===== config.mk =====
export PLATFORM = sky130hd
export DESIGN_NAME = memoria_ram_scan
export DESIGN_NICKNAME = d
export VERILOG_FILES = /design/src/rtl/memoria_ram_scan.sv
export SDC_FILE = /design/constraint.sdc
export NUM_CORES = 1
export LEC_CHECK = 0
export ABC_CLOCK_PERIOD_IN_PS = 2200
export BUFFER_PORTS_ARGS = -buffer_cell sky130_fd_sc_hd__buf_2
export CORE_AREA = 2 2 129 131
export CTS_CLUSTER_SIZE = 40
export DETAILED_ROUTE_END_ITERATION = 10
export DIE_AREA = 0 0 131 133
export HOLD_SLACK_MARGIN = 0.1
export PLACE_DENSITY_LB_ADDON = 0.15
export SYNTH_ARGS = -nofsm -noshare
export SYNTH_HDL_FRONTEND = slang
export SYNTH_SLANG_ARGS = --single-unit

===== constraint.sdc =====
create_clock -name clk_i -period 2.2 [get_ports clk_i]
set_input_delay 0.11 -clock clk_i [delete_from_list [all_inputs] [get_ports clk_i]]
set_output_delay 0.11 -clock clk_i [all_outputs]
set_load 0.02 [all_outputs]

===== src/rtl/memoria_ram_scan.sv =====
// memoria_ram_scan: single-port word memory with a manual read/write port,
// a whole-memory clear sequencer, an automatic address-scan mode and a
// multiplexed active-low seven-segment display of the registered read data.
module memoria_ram_scan #(
    parameter int ADDR_W   = 4,
    parameter int DATA_W   = 8,
    parameter int SCAN_DIV = 50_000_000,
    parameter int REF_DIV  = 50_000
) (
    input  logic                clk_i,
    input  logic                rst_i,
    input  logic [ADDR_W-1:0]   addr_i,
    input  logic [DATA_W-1:0]   dato_write_i,
    input  logic                wren_i,
    input  logic                rden_i,
    input  logic                clear_i,
    input  logic                scan_en_i,
    output logic                busy_o,
    output logic [ADDR_W-1:0]   addr_o,
    output logic [DATA_W-1:0]   dato_read_o,
    output logic [0:6]          salida_o,
    output logic [DATA_W/4-1:0] daenable_o
);

    localparam int DEPTH   = 2 ** ADDR_W;
    localparam int DIGITS  = DATA_W / 4;
    localparam int SCAN_CW = (SCAN_DIV > 1) ? $clog2(SCAN_DIV) : 1;
    localparam int REF_CW  = (REF_DIV > 1) ? $clog2(REF_DIV) : 1;
    localparam int DIG_W   = (DIGITS > 1) ? $clog2(DIGITS) : 1;

    localparam logic [SCAN_CW-1:0] SCAN_LAST = SCAN_CW'(SCAN_DIV - 1);
    localparam logic [REF_CW-1:0]  REF_LAST  = REF_CW'(REF_DIV - 1);
    localparam logic [DIG_W-1:0]   DIG_LAST  = DIG_W'(DIGITS - 1);
    localparam logic [ADDR_W-1:0]  ADDR_LAST = {ADDR_W{1'b1}};

    localparam logic [1:0] ST_IDLE  = 2'd0;
    localparam logic [1:0] ST_CLEAR = 2'd1;
    localparam logic [1:0] ST_SCAN  = 2'd2;

    // Hex digit to active-low segment pattern, bit 0 = segment a.
    function automatic logic [0:6] seg7_f(input logic [3:0] nib);
        logic [0:6] code;
        case (nib)
            4'h0:    code = 7'b0000001;
            4'h1:    code = 7'b1001111;
            4'h2:    code = 7'b0010010;
            4'h3:    code = 7'b0000110;
            4'h4:    code = 7'b1001100;
            4'h5:    code = 7'b0100100;
            4'h6:    code = 7'b0100000;
            4'h7:    code = 7'b0001111;
            4'h8:    code = 7'b0000000;
            4'h9:    code = 7'b0000100;
            4'hA:    code = 7'b0001000;
            4'hB:    code = 7'b1100000;
            4'hC:    code = 7'b0110001;
            4'hD:    code = 7'b1000010;
            4'hE:    code = 7'b0110000;
            4'hF:    code = 7'b0111000;
            default: code = 7'b1111111;
        endcase
        return code;
    endfunction

    logic [DATA_W-1:0]  mem_q [DEPTH];

    logic [1:0]         state_q,     state_d;
    logic               busy_q,      busy_d;
    logic [ADDR_W-1:0]  clr_ptr_q,   clr_ptr_d;
    logic [ADDR_W-1:0]  scan_ptr_q,  scan_ptr_d;
    logic [SCAN_CW-1:0] step_q,      step_d;
    logic [REF_CW-1:0]  ref_q,       ref_d;
    logic [DIG_W-1:0]   digit_q,     digit_d;
    logic [DATA_W-1:0]  dato_read_q, dato_read_d;
    logic [ADDR_W-1:0]  addr_q,      addr_d;
    logic [0:6]         seg_q,       seg_d;
    logic [DIGITS-1:0]  en_q,        en_d;

    logic               we_raw_s;
    logic               we_s;
    logic [ADDR_W-1:0]  wa_s;
    logic [DATA_W-1:0]  wd_s;
    logic [3:0]         nib_s;

    // Next-state logic for the control FSM, the read path and the clear/scan pointers.
    always_comb begin
        state_d     = state_q;
        busy_d      = busy_q;
        clr_ptr_d   = clr_ptr_q;
        scan_ptr_d  = scan_ptr_q;
        step_d      = step_q;
        dato_read_d = dato_read_q;
        addr_d      = addr_q;
        we_raw_s    = 1'b0;
        wa_s        = addr_i;
        wd_s        = dato_write_i;

        case (state_q)
            ST_IDLE: begin
                we_raw_s = wren_i;
                // Reading mem_q before the edge gives read-before-write ordering.
                if (rden_i) begin
                    dato_read_d = mem_q[addr_i];
                    addr_d      = addr_i;
                end else begin
                    dato_read_d = dato_read_q;
                    addr_d      = addr_q;
                end
                if (clear_i) begin
                    state_d   = ST_CLEAR;
                    busy_d    = 1'b1;
                    clr_ptr_d = {ADDR_W{1'b0}};
                end else if (scan_en_i) begin
                    state_d    = ST_SCAN;
                    scan_ptr_d = {ADDR_W{1'b0}};
                    step_d     = {SCAN_CW{1'b0}};
                end else begin
                    state_d = ST_IDLE;
                end
            end

            ST_CLEAR: begin
                // Manual port is ignored; one word is zeroed per cycle.
                we_raw_s = 1'b1;
                wa_s     = clr_ptr_q;
                wd_s     = {DATA_W{1'b0}};
                if (clr_ptr_q == ADDR_LAST) begin
                    busy_d    = 1'b0;
                    clr_ptr_d = {ADDR_W{1'b0}};
                    if (scan_en_i) begin
                        state_d    = ST_SCAN;
                        scan_ptr_d = {ADDR_W{1'b0}};
                        step_d     = {SCAN_CW{1'b0}};
                    end else begin
                        state_d = ST_IDLE;
                    end
                end else begin
                    clr_ptr_d = clr_ptr_q + ADDR_W'(1);
                end
            end

            ST_SCAN: begin
                we_raw_s = wren_i;
                if (step_q == SCAN_LAST) begin
                    step_d      = {SCAN_CW{1'b0}};
                    dato_read_d = mem_q[scan_ptr_q];
                    addr_d      = scan_ptr_q;
                    scan_ptr_d  = scan_ptr_q + ADDR_W'(1);
                end else begin
                    step_d = step_q + SCAN_CW'(1);
                end
                if (clear_i) begin
                    state_d   = ST_CLEAR;
                    busy_d    = 1'b1;
                    clr_ptr_d = {ADDR_W{1'b0}};
                end else if (!scan_en_i) begin
                    state_d = ST_IDLE;
                end else begin
                    state_d = ST_SCAN;
                end
            end

            default: begin
                state_d = ST_IDLE;
                busy_d  = 1'b0;
            end
        endcase
    end

    // Reset dominates: no memory write is allowed in a reset cycle.
    always_comb begin
        we_s = we_raw_s & ~rst_i;
    end

    // Display refresh timing and registered segment/enable patterns.
    always_comb begin
        ref_d   = ref_q + REF_CW'(1);
        digit_d = digit_q;
        if (ref_q == REF_LAST) begin
            ref_d = {REF_CW{1'b0}};
            if (digit_q == DIG_LAST) begin
                digit_d = {DIG_W{1'b0}};
            end else begin
                digit_d = digit_q + DIG_W'(1);
            end
        end else begin
            ref_d   = ref_q + REF_CW'(1);
            digit_d = digit_q;
        end
        nib_s = 4'(dato_read_q >> {digit_q, 2'b00});
        seg_d = seg7_f(nib_s);
        en_d  = ~(DIGITS'(1) << digit_q);
    end

    // Memory array write port; contents are deliberately left out of reset.
    always_ff @(posedge clk_i) begin
        if (we_s) begin
            mem_q[wa_s] <= wd_s;
        end
    end

    // Control and output registers with synchronous reset.
    always_ff @(posedge clk_i) begin
        if (rst_i) begin
            state_q     <= ST_IDLE;
            busy_q      <= 1'b0;
            clr_ptr_q   <= {ADDR_W{1'b0}};
            scan_ptr_q  <= {ADDR_W{1'b0}};
            step_q      <= {SCAN_CW{1'b0}};
            ref_q       <= {REF_CW{1'b0}};
            digit_q     <= {DIG_W{1'b0}};
            dato_read_q <= {DATA_W{1'b0}};
            addr_q      <= {ADDR_W{1'b0}};
            seg_q       <= 7'b0000001;
            en_q        <= ~(DIGITS'(1));
        end else begin
            state_q     <= state_d;
            busy_q      <= busy_d;
            clr_ptr_q   <= clr_ptr_d;
            scan_ptr_q  <= scan_ptr_d;
            step_q      <= step_d;
            ref_q       <= ref_d;
            digit_q     <= digit_d;
            dato_read_q <= dato_read_d;
            addr_q      <= addr_d;
            seg_q       <= seg_d;
            en_q        <= en_d;
        end
    end

    assign busy_o      = busy_q;
    assign addr_o      = addr_q;
    assign dato_read_o = dato_read_q;
    assign salida_o    = seg_q;
    assign daenable_o  = en_q;

endmodule


== Word-level counts from Yosys, hierarchy flattened ==
Memories as Yosys holds them, arrays and structs flattened. A register that Yosys moved wholly into a read port is not among the register bits.
Index checks and enable logic that the tools add are counted.

* Reductions and logical operators: 11
* Equality and inequality tests: 10
* Mux-type cells: 34
* Shift-type cells: 2
* Bitwise logic cells: 3
* Add/subtract/negate cells: 5

{| class="wikitable"
|+ Operator list
! kind !! count
|-
| $mux W26 || 4
|-
| $pmux W26 S3 || 1
|-
| $mux W4 || 11
|-
| $add A26 B1 Y26 const B || 1
|-
| $eq A26 B26 Y1 const B || 1
|-
| $mux W8 || 3
|-
| $add A16 B1 Y16 const B || 1
|-
| $eq A16 B16 Y1 const B || 1
|-
| $pmux W4 S2 || 2
|-
| $pmux W8 S2 || 1
|-
| $pmux W4 S3 || 1
|-
| $add A4 B1 Y4 const B || 2
|-
| $ne A2 B2 Y1 const B || 4
|-
| $shr A8 B3 Y4 || 1
|-
| $mux W2 || 3
|-
| $reduce_and A3 Y1 || 2
|-
| $mux W1 || 5
|-
| $eq A4 B4 Y1 const B || 1
|-
| $pmux W1 S2 || 2
|-
| $pmux W2 S2 || 1
|-
| $reduce_and A2 Y1 || 2
|-
| $reduce_and A4 Y1 || 1
|-
| $reduce_bool A2 Y1 || 2
|-
| $reduce_or A2 Y1 || 2
|-
| 10 further kinds || 10
|}

* Memories: 2
* Logic and storage cells: 77
* Flip-flop bits (word level): 68
* Bits in read-only memories: 112
* Output and inout port bits: 22
* Bits in writable memories: 128
* Input port bits: 18

{| class="wikitable"
|+ Memories
! name !! words !! bits a word !! rd ports !! clocked after Yosys merged registers in !! write ports !! RTL line !! text
|-
| mem_q || 16 || 8 || 2 || 1 || 1 || 65 || <nowiki>logic [DATA_W-1:0] mem_q [DEPTH];</nowiki>
|-
| (no name shown) || 16 || 7 || 1 || 1 || 0 || 43 || <nowiki>case (nib)</nowiki>
|}

== Longest topological paths before layout ==
Gate-level depths: netlist of the first run.

* Depth in word-level cells: 6
* Depth in mapped cells: 9

== Least setup slack after synthesis of the first run ==
No wires, ideal clock.

* Path kind: reg-to-reg
* Start point: register state_q[0]
* End point: memory mem_q[15][0], enable pin
* Path slack: 0.193 ns
* Data arrival time: 1.637 ns
* Data required time: 1.830 ns
* Stages on the path, launching flop included: 6
* Buffers on the path: 1
* Setup time: 0.370 ns
* Path through: dfxtp_1 clkbuf_1 nor2b_1 and3_1 a31oi_1 nor2_1

* Cells in the longest elaborated chain, start to end: 6

{| class="wikitable"
|+ RTL lines
! item !! RTL line !! text
|-
| start: declaration || 67 || <nowiki>logic [1:0] state_q, state_d;</nowiki>
|-
| start signal: assignment || 217 || <nowiki>state_q <= state_d;</nowiki>
|-
| $eq A2 B2 Y1 / $logic_not A2 Y1 (equally long branches) || 98 || <nowiki>case (state_q)</nowiki>
|-
| $reduce_or A2 Y1 (no line) || -- ||
|-
| $pmux W1 S2 || 98 ||
|-
| $and A1 B1 Y1 || 172 || <nowiki>we_s = we_raw_s & ~rst_i;</nowiki>
|-
| $mux W1 || 197 || <nowiki>if (we_s) begin</nowiki>
|-
| $mux W1 (not written as such) || 198 || <nowiki>mem_q[wa_s] <= wd_s;</nowiki>
|-
| end: declaration || 65 ||
|}

Parallel ways exist; a longest one is shown, timed or not.

== Worst setup path in the final report of the first run ==
* Start point: register state_q[1]
* End point: memory mem_q[2][7], enable pin

Same word-level chain as after synthesis.

==> impl_metrics.yaml, run 1 <==
status:
  status: "completed"
yosys:
  synth_xor_xnor_area_share_pct: 3.222
  synth-simple-area-share_pct: 13.44
  synth_top_cell_area_share_pct: 39.28
  synthDistinctLibCells: 57
  synth_fa_ha_area_share_pct: 1.279
  ys_seq_elements: 207
  syn_nets: 766
  syn_avg_cell_area_um2: 13.26
  synth_top_family_by_area: "multiplexers"
  synth_compound_area_share_pct: 5.703
  muxShareOfSynthArea_pct: 18.02
  synth-main-ff-cell: "edfxtp_1"
  seq_area_frac_synth_pct: 55.44
  ys_async_sr_fraction_pct: 0
  yosysTopAreaCell: "edfxtp_1"
  synth_cells: 738
  netlist_area_um2: 9786
  synth_edf_count: 128
  synth_area_leaders: "edfxtp_1 (39%), dfxtp_1 (16%), mux4_2 (15%)"
  synthesis.yosys.warnings: 0
placed_design:
  dp_cells: 1001
  preCtsSetupSlack_ns: 0.01670
  portBuffers: 39
  place_hpwl_mm: 15.26
  gp_congestion: 0.9428
pwr:
  p_per_area_nw_per_um2: 770.9
  leakage_nw: 3.822
  power_mw: 8.674
  peakVddDrop_mv: 0.5451
sta:
  setup_viol: 0
  slew_violations: 0
  max-slew-margin-rel_pct: 50.53
  hold_ws_ns: 0.1228
  finalCritPeriodShare_pct: 93.82
  period_minus_slack_ns: 2.064
  finClkSkew_ns: 0.009989
  fin_ws_ns: 0.1361
  fmax_mhz: 484.5
  rsz0062_at_grt: "false"
  hold_viol_final: 0
  timing_worst_slew_pin_value_ns: 0.7405
detailed_routing:
  drt-initial-drc-count: 714
  ant_nets: 0
  drc: 0
  dr.pass1.iters: 5
  vias: 6559
  wl_per_cell_um: 22.01
  wl_mm: 23.00
  viasPerCell: 6.277
clock_network:
  clock_path_buffers: 3
  cts_tree: "yes"
  cts_made_buffers: 22
  worstSkewPairLatency_ns: 0.50
  clock-sinks: 207
  path_clk_slew_ns: 0.06
  root_buffer: "clkbuf_16"
  post_cts_buffers: 0
  htree_levels: 1
die:
  boundaryPins: 40
  coreArea_um2: 16170
  fp.dieH_um: 133
  rows: 47
  die_area_um2: 17420
  initial_core_util_pct: 60.51
  die-width_um: 131
critical_path:
  arrival_ns: 2.20
  r2r-start: "state_q[1]"
  critPathMaxStageDelay_ns: 0.46
  crit_slowest_cell: "nor2_2"
  rr_worst_depth: 4
  regToRegSetupSlack_ns: 0.14
  cp_max_fo: 8
  reg2reg_to: "mem_q[2][7]"
  worstSetupStartpointType: "register"
  critPathCaptureType: "register"
  required_ns: 2.34
  path_class: "register to register"
  path_cells: "nand2b_1 -> mux2i_1 -> nand2_1 -> nor2_2"
layout:
  fillers: 1099
  area_delta_synth_final_pct: 14.98
  nets: 839
  drive_gt1_share_pct: 25.82
  layoutNonFillerInstCount: 1045
  antenna_cells: 0
worst_hold_path:
  min_path_cells: 4
  min_from: "addr_i[0]"
  holdPathEnd: "addr_o[0]"
  hp-class: "input port to register"
global_routing:
  grt_first_pass_wirelength_mm: 35.67
  grt_start_max_net_pins: 37
  grt_pass1_vias: 6531
  antenna_found_initial: 0
  grt_usage_pct: 27.13
  overflow: 0
flow_run:
  cap_violations: 0
-- cells in the mapped netlist, drive strengths merged, types with 3 or more instances --
cell type  count
mux4          64
and3           5
nor2          88
a21oi         12
a22oi         18
nand3         26
nor4           9
a31oi          9
o21ai         13
xnor2         22
nor2b          4
clkbuf        20
nand2b         5
nand4          7
edfxtp       128
nor3          24
and4           6
nand2         50
a311oi         5
nor3b          3
a211oi         3
o22ai          8
inv           13
mux2i         31
xor2          14
buf           25
and2          13
nand3b         3
dfxtp         79
ha            10
-- cell type report --
class                           instances  area [um2]  share of cell area [%]
Sequential cell                       207        5426                   48.23
Inverter                               13       48.80                  0.4337
Tap cell                              220       275.3                   2.446
Multi-Input combinational cell        473        4080                   36.26
Timing Repair Buffer                   94       698.2                   6.205
Clock buffer                           34       676.9                   6.016
Clock inverter                          4       46.29                  0.4114
-- flip-flops by register name, summed over array words and instances (netlist names), named ones only --
| signal | cells |
|---|---|
| busy_o | 1 |
| step_q | 26 |
| scan_ptr_q | 4 |
| digit_q | 1 |
| ref_q | 16 |
| daenable_o | 2 |
| salida_o | 7 |
| state_q | 2 |
| mem_q | 128 |
| clr_ptr_q | 4 |
| addr_o | 4 |
| dato_read_o | 8 |
-- placed cells by master, fill, tap and decap left out, types with 5 or more instances in the layout --
master         Yosys  routed
inv_1             13      13
xnor2_1           22      22
nor2_2             5       6
ha_1              10      10
buf_12             0       6
and4_1             6       6
dfxtp_1           79      78
nor3_1            18      18
and2_1            13      13
a311oi_1           5       5
o22ai_1            8       8
nand3_1           25      25
clkbuf_8           0       6
mux4_2            64      64
clkbuf_16          0      23
nor3_2             6       6
o21ai_0           12      12
buf_2              5      39
dlygate4sd3_1      0       6
clkbuf_1          20       5
a31oi_1            9       9
buf_4             10      43
xor2_1            14      14
edfxtp_1         128     128
a21oi_1           12      12
nand4_1            7       7
a22oi_1           18      18
nor2_1            83      82
nand2_1           50      50
nor4_2             7       7
mux2i_1           31      31
-- stage by stage --
stage	cell area, um2	setup TNS (ns)	util, %
4_1_cts	11250	0	69.57
3_5_place_dp	10470	0	64.71
3_3_place_gp	10470	-0.06801	64.71
2_1_floorplan	9786	0	-
6_report	11250	0	69.58
5_1_grt	11250	0	69.58
-- worst max path at each step --
stage | endpoint | startpoint | cells after the start
2_1_floorplan | mem_q[15][0] | state_q[0] | 5
3_3_place_gp | mem_q[2][1] | state_q[1] | 4
3_5_place_dp | mem_q[2][1] | state_q[1] | 4
4_1_cts | step_q[22] | step_q[0] | 7
5_1_grt | state_q[1] | state_q[1] | 7
6_report | mem_q[2][7] | state_q[1] | 4
-- report_power, final --
part | total (mW) | switching, mW | internal [mW]
registers | 4.27 | 0.0508 | 4.22
logic | 0.741 | 0.457 | 0.283
clock network | 3.67 | 1.45 | 2.22
total | 8.67 | 1.95 | 6.72
-- critical path: cells and delay by family, from the launching register on --
| family | cells | cell delay, ns |
|---|---|---|
| flip-flops | 1 | 0.45 |
| multiplexers | 1 | 0.36 |
| AND/OR/NAND/NOR | 3 | 0.90 |
-- kinds of logic after synthesis --
| family | Yosys count |
|---|---|
| DFF | 207 |
| adders and majority gates | 10 |
| and+or+nand+nor | 251 |
| buffers and inverters | 58 |
| muxes | 96 |
| xor gates and xnor gates | 36 |
| AOI/OAI and AO/OA | 80 |
-- per-layer routing --
layer | up-vias | GRT usage [%] | wire length [um]
met5 | - | 0 | 0
met4 | 0 | 8.392 | 708
met3 | 48 | 4.488 | 1850
met2 | 304 | 43.87 | 11170
met1 | 3254 | 38.01 | 9272
li1 | 2953 | - | -
-- timing repair --
| action | 4_1_cts | 5_1_grt |
|---|---|---|
| hold buffers | 6 | 0 |
| setup endpoints to repair | 7 | 11 |
| endpoints found under the hold margin | 14 | 0 |
| gates resized for setup | 1 | 1 |
No activity file was read; power rests on OpenSTA's default activity.
==> inputs of run 2 (changes only) <==
--- a/config.mk
+++ b/config.mk
@@ -5,12 +5,12 @@
 export SDC_FILE = /design/constraint.sdc
 export NUM_CORES = 1
 export LEC_CHECK = 0
-export ABC_CLOCK_PERIOD_IN_PS = 2200
+export ABC_CLOCK_PERIOD_IN_PS = 1700
 export BUFFER_PORTS_ARGS = -buffer_cell sky130_fd_sc_hd__buf_2
-export CORE_AREA = 2 2 129 131
+export CORE_AREA = 2 2 136 138
 export CTS_CLUSTER_SIZE = 40
 export DETAILED_ROUTE_END_ITERATION = 10
-export DIE_AREA = 0 0 131 133
+export DIE_AREA = 0 0 138 140
 export HOLD_SLACK_MARGIN = 0.1
 export PLACE_DENSITY_LB_ADDON = 0.15
 export SYNTH_ARGS = -nofsm -noshare
==> constraint.sdc (replaced) <==
create_clock -name clk_i -period 1.7 [get_ports clk_i]
set_input_delay 0.085 -clock clk_i [delete_from_list [all_inputs] [get_ports clk_i]]
set_output_delay 0.085 -clock clk_i [all_outputs]
set_load 0.02 [all_outputs]
==> run 2 against run 1 <==
Against the previous run: the flow now finishes with violations (negative setup slack); first-iteration DRC count shrank 9.7%; register-to-register slack lost 0.33 ns; total power grew 36%; final cell count grew 9.8%; combinational power grew 84%.
==> impl_metrics.yaml, run 2 (synthesized netlist as in run 1, its figures left out) <==
status:
  status: "finished, violations left"
  failed_checks: "negative setup slack"
placed_design:
  portBuffers: 39
  dpl_cell_area_um2: 11240
  dp_cells: 1071
  place_hpwl_mm: 17.73
  gp_congestion: 0.9539
sta:
  finClkSkew_ns: 0.01007
  hold_viol_final: 0
  period_minus_slack_ns: 1.893
  fmax_mhz: 528.2
  rsz0062_at_grt: "true"
  finalCritPeriodShare_pct: 111.4
  max-slew-margin-rel_pct: 58.20
  timing_worst_slew_pin_value_ns: 0.6258
  setup_viol: 115
  fin_ws_ns: -0.1933
  slew_violations: 0
detailed_routing:
  dr.pass1.iters: 5
  vias: 7112
  wl_per_cell_um: 22.77
  ant_nets: 0
  wl_mm: 26.11
  drt-initial-drc-count: 645
  viasPerCell: 6.201
  drc: 0
critical_path:
  arrival_ns: 2.29
  rr_worst_depth: 8
  path_depth: 8
  required_ns: 2.10
  crit_slowest_cell: "dfxtp_4"
  crit_family: "buffers and inverters"
  path_cells: "buf_6 -> nand2b_4 -> a221o_1 -> buf_12 -> buf_4 -> nor3_4 -> xnor2_2 -> nor2_2"
  reg2reg_to: "step_q[17]"
  worstSetupStartpointType: "register"
  cp-startpoint: "state_q[0]"
  cp_max_fo: 16
  critPathCaptureType: "register"
  regToRegSetupSlack_ns: -0.19
  path_buf_inv: 3
  path_class: "register to register"
  critPathMaxStageDelay_ns: 0.38
  cp-endpoint: "step_q[17]"
  r2r-start: "state_q[0]"
layout:
  fin_util_pct: 72.60
  multi_input_area_um2: 4617
  fin_area_um2: 12910
  mostFrequentLayoutCell: "edfxtp_1"
  largest_reg_flops: 128
  fillers: 1086
  regArea_um2: 5449
  layoutNonFillerInstCount: 1147
  top_register: "mem_q"
  area_delta_synth_final_pct: 31.91
  most-common-layout-cells: "edfxtp_1 (128), buf_4 (72), dfxtp_1 (68)"
  antenna_cells: 0
  drive_gt1_share_pct: 39.87
  nets: 930
  largest_registers: "mem_q x128, step_q x26, ref_q x16"
die:
  coreArea_um2: 17780
  fp.dieH_um: 140
  rows: 49
  die-width_um: 138
  boundaryPins: 40
  initial_core_util_pct: 55.04
  die_area_um2: 19320
clock_network:
  clock_path_buffers: 3
  path_clk_slew_ns: 0.06
  worstSkewPairLatency_ns: 0.51
  root_buffer: "clkbuf_16"
  cts_tree: "yes"
  clock-sinks: 207
  cts_made_buffers: 22
  htree_levels: 1
global_routing:
  grt_start_max_net_pins: 38
  grt_first_pass_wirelength_mm: 40.63
  grt_pass1_vias: 7165
  antenna_found_initial: 0
  overflow: 0
  grt_usage_pct: 26.84
pwr:
  power_mw: 11.77
  leakage_nw: 4.575
  p_per_area_nw_per_um2: 911.5
  peakVddDrop_mv: 0.8473
worst_hold_path:
  hp-class: "input port to register"
flow_run:
  cap_violations: 0
[run 2: cell types whose count changed in the layout (fill, tap and decap cells not counted), moves of 7 or more]
cell           previous run  this run
buf_4                    43        72
nor2_1                   82        63
buf_6                     0        30
nand2_1                  50        43
dfxtp_1                  78        68
o21ai_1                   0         7
nor2_4                    0        18
nor4_2                    7         0
nor4_4                    0         7
o21ai_0                  12         5
mux2i_1                  31        22
buf_12                    6        24
dlygate4sd3_1             6        15
[run 2: layout make-up]
type	instances	area share, %
Sequential cell	207	42.21
Multi-Input combinational cell	473	35.77
Timing Repair Buffer	185	13.80
Clock buffer	29	4.633
Tap cell	229	2.220
Clock inverter	11	0.9887
Inverter	13	0.3780
[run 2: power breakdown]
part / internal, mW / switching, mW
clock network: 2.92 / 1.95
logic: 0.610 / 0.755
registers: 5.45 / 0.0728
total: 8.99 / 2.78
[run 2: worst register-to-register path: stages (launching register included)]
cell      delay, ns
dfxtp_4        0.38
buf_6          0.15
nand2b_4       0.14
a221o_1        0.35
buf_12         0.18
buf_4          0.16
nor3_4         0.22
xnor2_2        0.17
nor2_2         0.04
[run 2: worst min-delay path by stage]
| stage | startpoint | endpoint | slack [ns] | cells past startpoint |
|---|---|---|---|---|
| final | addr_i[0] | addr_o[0] | 0.12 | 4 |
| after detailed placement | rst_i | state_q[0] | 0.32 | 2 |
| after global placement | rst_i | state_q[0] | 0.30 | 2 |
| after CTS | addr_i[0] | addr_o[0] | 0.10 | 4 |
| after floorplan | addr_i[2] | addr_o[2] | 0.25 | 2 |
| after global routing | dato_write_i[3] | mem_q[3][3] | 0.13 | 3 |
[run 2: timing repair]
action	4_1_cts	5_1_grt
hold buffers	15	0
setup buffers	8	12
resized for setup	63	74
hold endpoints to repair	108	0
endpoints found under the setup margin	177	172
pin swaps	14	33
gates cloned	2	2
[run 2: through the flow]
step | setup slack, ns | hold WS [ns] | setup TNS, ns
6_report | -0.1933 | 0.1190 | -6.592
5_1_grt | -0.2215 | 0.1292 | -15.43
4_1_cts | -0.1345 | 0.1031 | -2.795
3_5_place_dp | -0.3142 | 0.3171 | -28.74
3_3_place_gp | -0.2330 | 0.3038 | -21.67
2_1_floorplan | -0.06402 | 0.2476 | -3.765
[run 2: per-layer routing]
metal | GRT usage (%) | vias to the layer above | share of wire [%]
li1 | - | 3141 | -
met1 | 36.45 | 3592 | 40
met2 | 45.00 | 331 | 50
met3 | 4.855 | 48 | 8.2
met4 | 7.573 | 0 | 2.2
met5 | 0 | - | 0
==> inputs of run 3 (changes only) <==
--- a/config.mk
+++ b/config.mk
@@ -7,10 +7,10 @@
 export LEC_CHECK = 0
 export ABC_CLOCK_PERIOD_IN_PS = 1700
 export BUFFER_PORTS_ARGS = -buffer_cell sky130_fd_sc_hd__buf_2
-export CORE_AREA = 2 2 136 138
+export CORE_AREA = 2 2 115 162
 export CTS_CLUSTER_SIZE = 40
 export DETAILED_ROUTE_END_ITERATION = 10
-export DIE_AREA = 0 0 138 140
+export DIE_AREA = 0 0 117 164
 export HOLD_SLACK_MARGIN = 0.1
 export PLACE_DENSITY_LB_ADDON = 0.15
 export SYNTH_ARGS = -nofsm -noshare
==> run 3 against run 2 <==
Against the previous run: critical endpoint is now step_q[19]; the run still ends with negative setup slack left; global-route usage up 1.2 points; sequential power about the same; sequential cell count unchanged; utilization up 0.27 points; final cell count up 1.3%; clock power down 9.2%; critical path type unchanged; non-clock buffer count up 7; maximum frequency up 0.26%; worst hold slack better by 0.023 ns; register-to-register slack about the same.
==> impl_metrics.yaml, run 3 (synthesized netlist as in run 1, its figures left out) <==
sta:
  slew_violations: 0
  rsz0062_at_grt: "true"
  period_minus_slack_ns: 1.888
  setup_viol: 67
  fmax_mhz: 529.6
  finClkSkew_ns: 0.02868
  fin_ws_ns: -0.1883
  finalCritPeriodShare_pct: 111.1
  hold_ws_ns: 0.1421
  hold_viol_final: 0
  timing_worst_slew_pin_value_ns: 0.6637
  max-slew-margin-rel_pct: 55.59
layout:
  drive_gt1_share_pct: 42.95
  area_delta_synth_final_pct: 32.40
  top_register: "mem_q"
  largest_reg_flops: 128
  mostFrequentLayoutCell: "edfxtp_1"
  fin_area_um2: 12960
  nets: 936
  antenna_cells: 0
  largest_registers: "mem_q x128, step_q x26, ref_q x16"
  most-common-layout-cells: "edfxtp_1 (128), buf_4 (91), dfxtp_1 (71)"
critical_path:
  path_buf_inv: 3
  path_cells: "buf_6 -> buf_6 -> nand2b_4 -> a221o_1 -> buf_12 -> nor4_4 -> xnor2_1 -> nor2_2"
  cp_common_cell: "buf_6"
  critPathMaxStageDelay_ns: 0.35
  arrival_ns: 2.26
  cp_max_fo: 17
  worstSetupStartpointType: "register"
  path_class: "register to register"
  critPathCaptureType: "register"
  crit_family: "simple AND/OR/NAND/NOR gates"
  required_ns: 2.08
  crit_slowest_cell: "dfxtp_4"
  rr_worst_depth: 8
  path_depth: 8
detailed_routing:
  drt-initial-drc-count: 518
  wl_per_cell_um: 22.68
  vias: 7035
  wl_mm: 26.35
  ant_nets: 0
  viasPerCell: 6.054
  dr.pass1.iters: 5
  drc: 0
clock_network:
  clock-sinks: 207
  worstSkewPairLatency_ns: 0.50
  htree_levels: 1
  cts_made_buffers: 21
  cts_tree: "yes"
  clock_path_buffers: 3
  root_buffer: "clkbuf_16"
  path_clk_slew_ns: 0.07
pwr:
  power_mw: 11.28
  leakage_nw: 4.610
  p_per_area_nw_per_um2: 870.8
  peakVddDrop_mv: 0.7138
status:
  status: "finished, violations left"
  failed_checks: "negative setup slack"
die:
  boundaryPins: 40
  initial_core_util_pct: 55.04
  rows: 58
  die-width_um: 117
  coreArea_um2: 17780
  fp.dieH_um: 164
  die_area_um2: 19190
global_routing:
  grt_first_pass_wirelength_mm: 40.05
  overflow: 0
  antenna_found_initial: 0
  grt_pass1_vias: 7354
  grt_usage_pct: 28.01
  grt_start_max_net_pins: 39
worst_hold_path:
  min_path_cells: 2
  hp-class: "input port to register"
flow_run:
  cap_violations: 0
placed_design:
  dpl_cell_area_um2: 11290
  gp_congestion: 0.8486
  place_hpwl_mm: 18.05
  portBuffers: 39
[run 3: changes by cell type in the layout (fill, tap and decap cells not counted), sizes merged]
| cell | before | now |
|---|---|---|
| dlygate4sd3 | 15 | 4 |
| clkbuf | 29 | 30 |
| buf | 170 | 188 |
| bufinv | 3 | 1 |
| clkinvlp | 3 | 1 |
[run 3: through the flow]
stage	instances	utilization [%]	TNS [ns]	worst slack, ns
6_report	1162	72.87	-6.386	-0.1883
5_1_grt	1162	72.87	-12.02	-0.2405
4_1_cts	1159	71.48	-8.725	-0.1849
3_5_place_dp	1092	63.50	-30.58	-0.5071
3_3_place_gp	1092	63.50	-28.37	-0.4999
2_1_floorplan	738	-	-3.765	-0.06402
[run 3: where the power goes]
group          total, mW  leakage, nW  internal [mW]  switching (mW)
logic               1.34         2.48          0.587           0.750
clock network       4.42        0.316           2.54            1.88
registers           5.52         1.81           5.45          0.0714
total               11.3         4.61           8.58            2.71
[run 3: layout make-up]
type	count	area, um2
clock buffers	30	580.6
clock inverters	7	68.82
fillers	1138	4823
inverters	13	48.80
multi-input cells	473	4679
flip-flops and latches	207	5448
well taps	240	300.3
repair buffers	192	1831
[run 3: final timing paths]
path | from | endpoint | slack (ns)
hold / removal | dato_write_i[3] | mem_q[2][3] | 0.14
setup reg to reg | state_q[0] | step_q[19] | -0.19
setup / recovery | state_q[0] | step_q[19] | -0.19
hold reg to reg | ref_q[0] | ref_q[0] | 0.46
[run 3: layer usage]
layer / vias to the layer above / part of all wire [%] / global-route usage [%]
met4: 0 / 5.0 / 12.41
li1: 3159 / - / -
met5: - / 0 / 0
met3: 77 / 4.7 / 3.542
met2: 233 / 54 / 51.87
met1: 3566 / 36 / 31.75
[run 3: timing repair]
item                                    4_1_cts  5_1_grt
hold buffers                                  4        0
buffers inserted                             23        8
endpoints found under the setup margin      224      223
gates resized for setup                      90       64
endpoints found under the hold margin         6        0
gates cloned                                  4        0
pin swaps                                    33       38
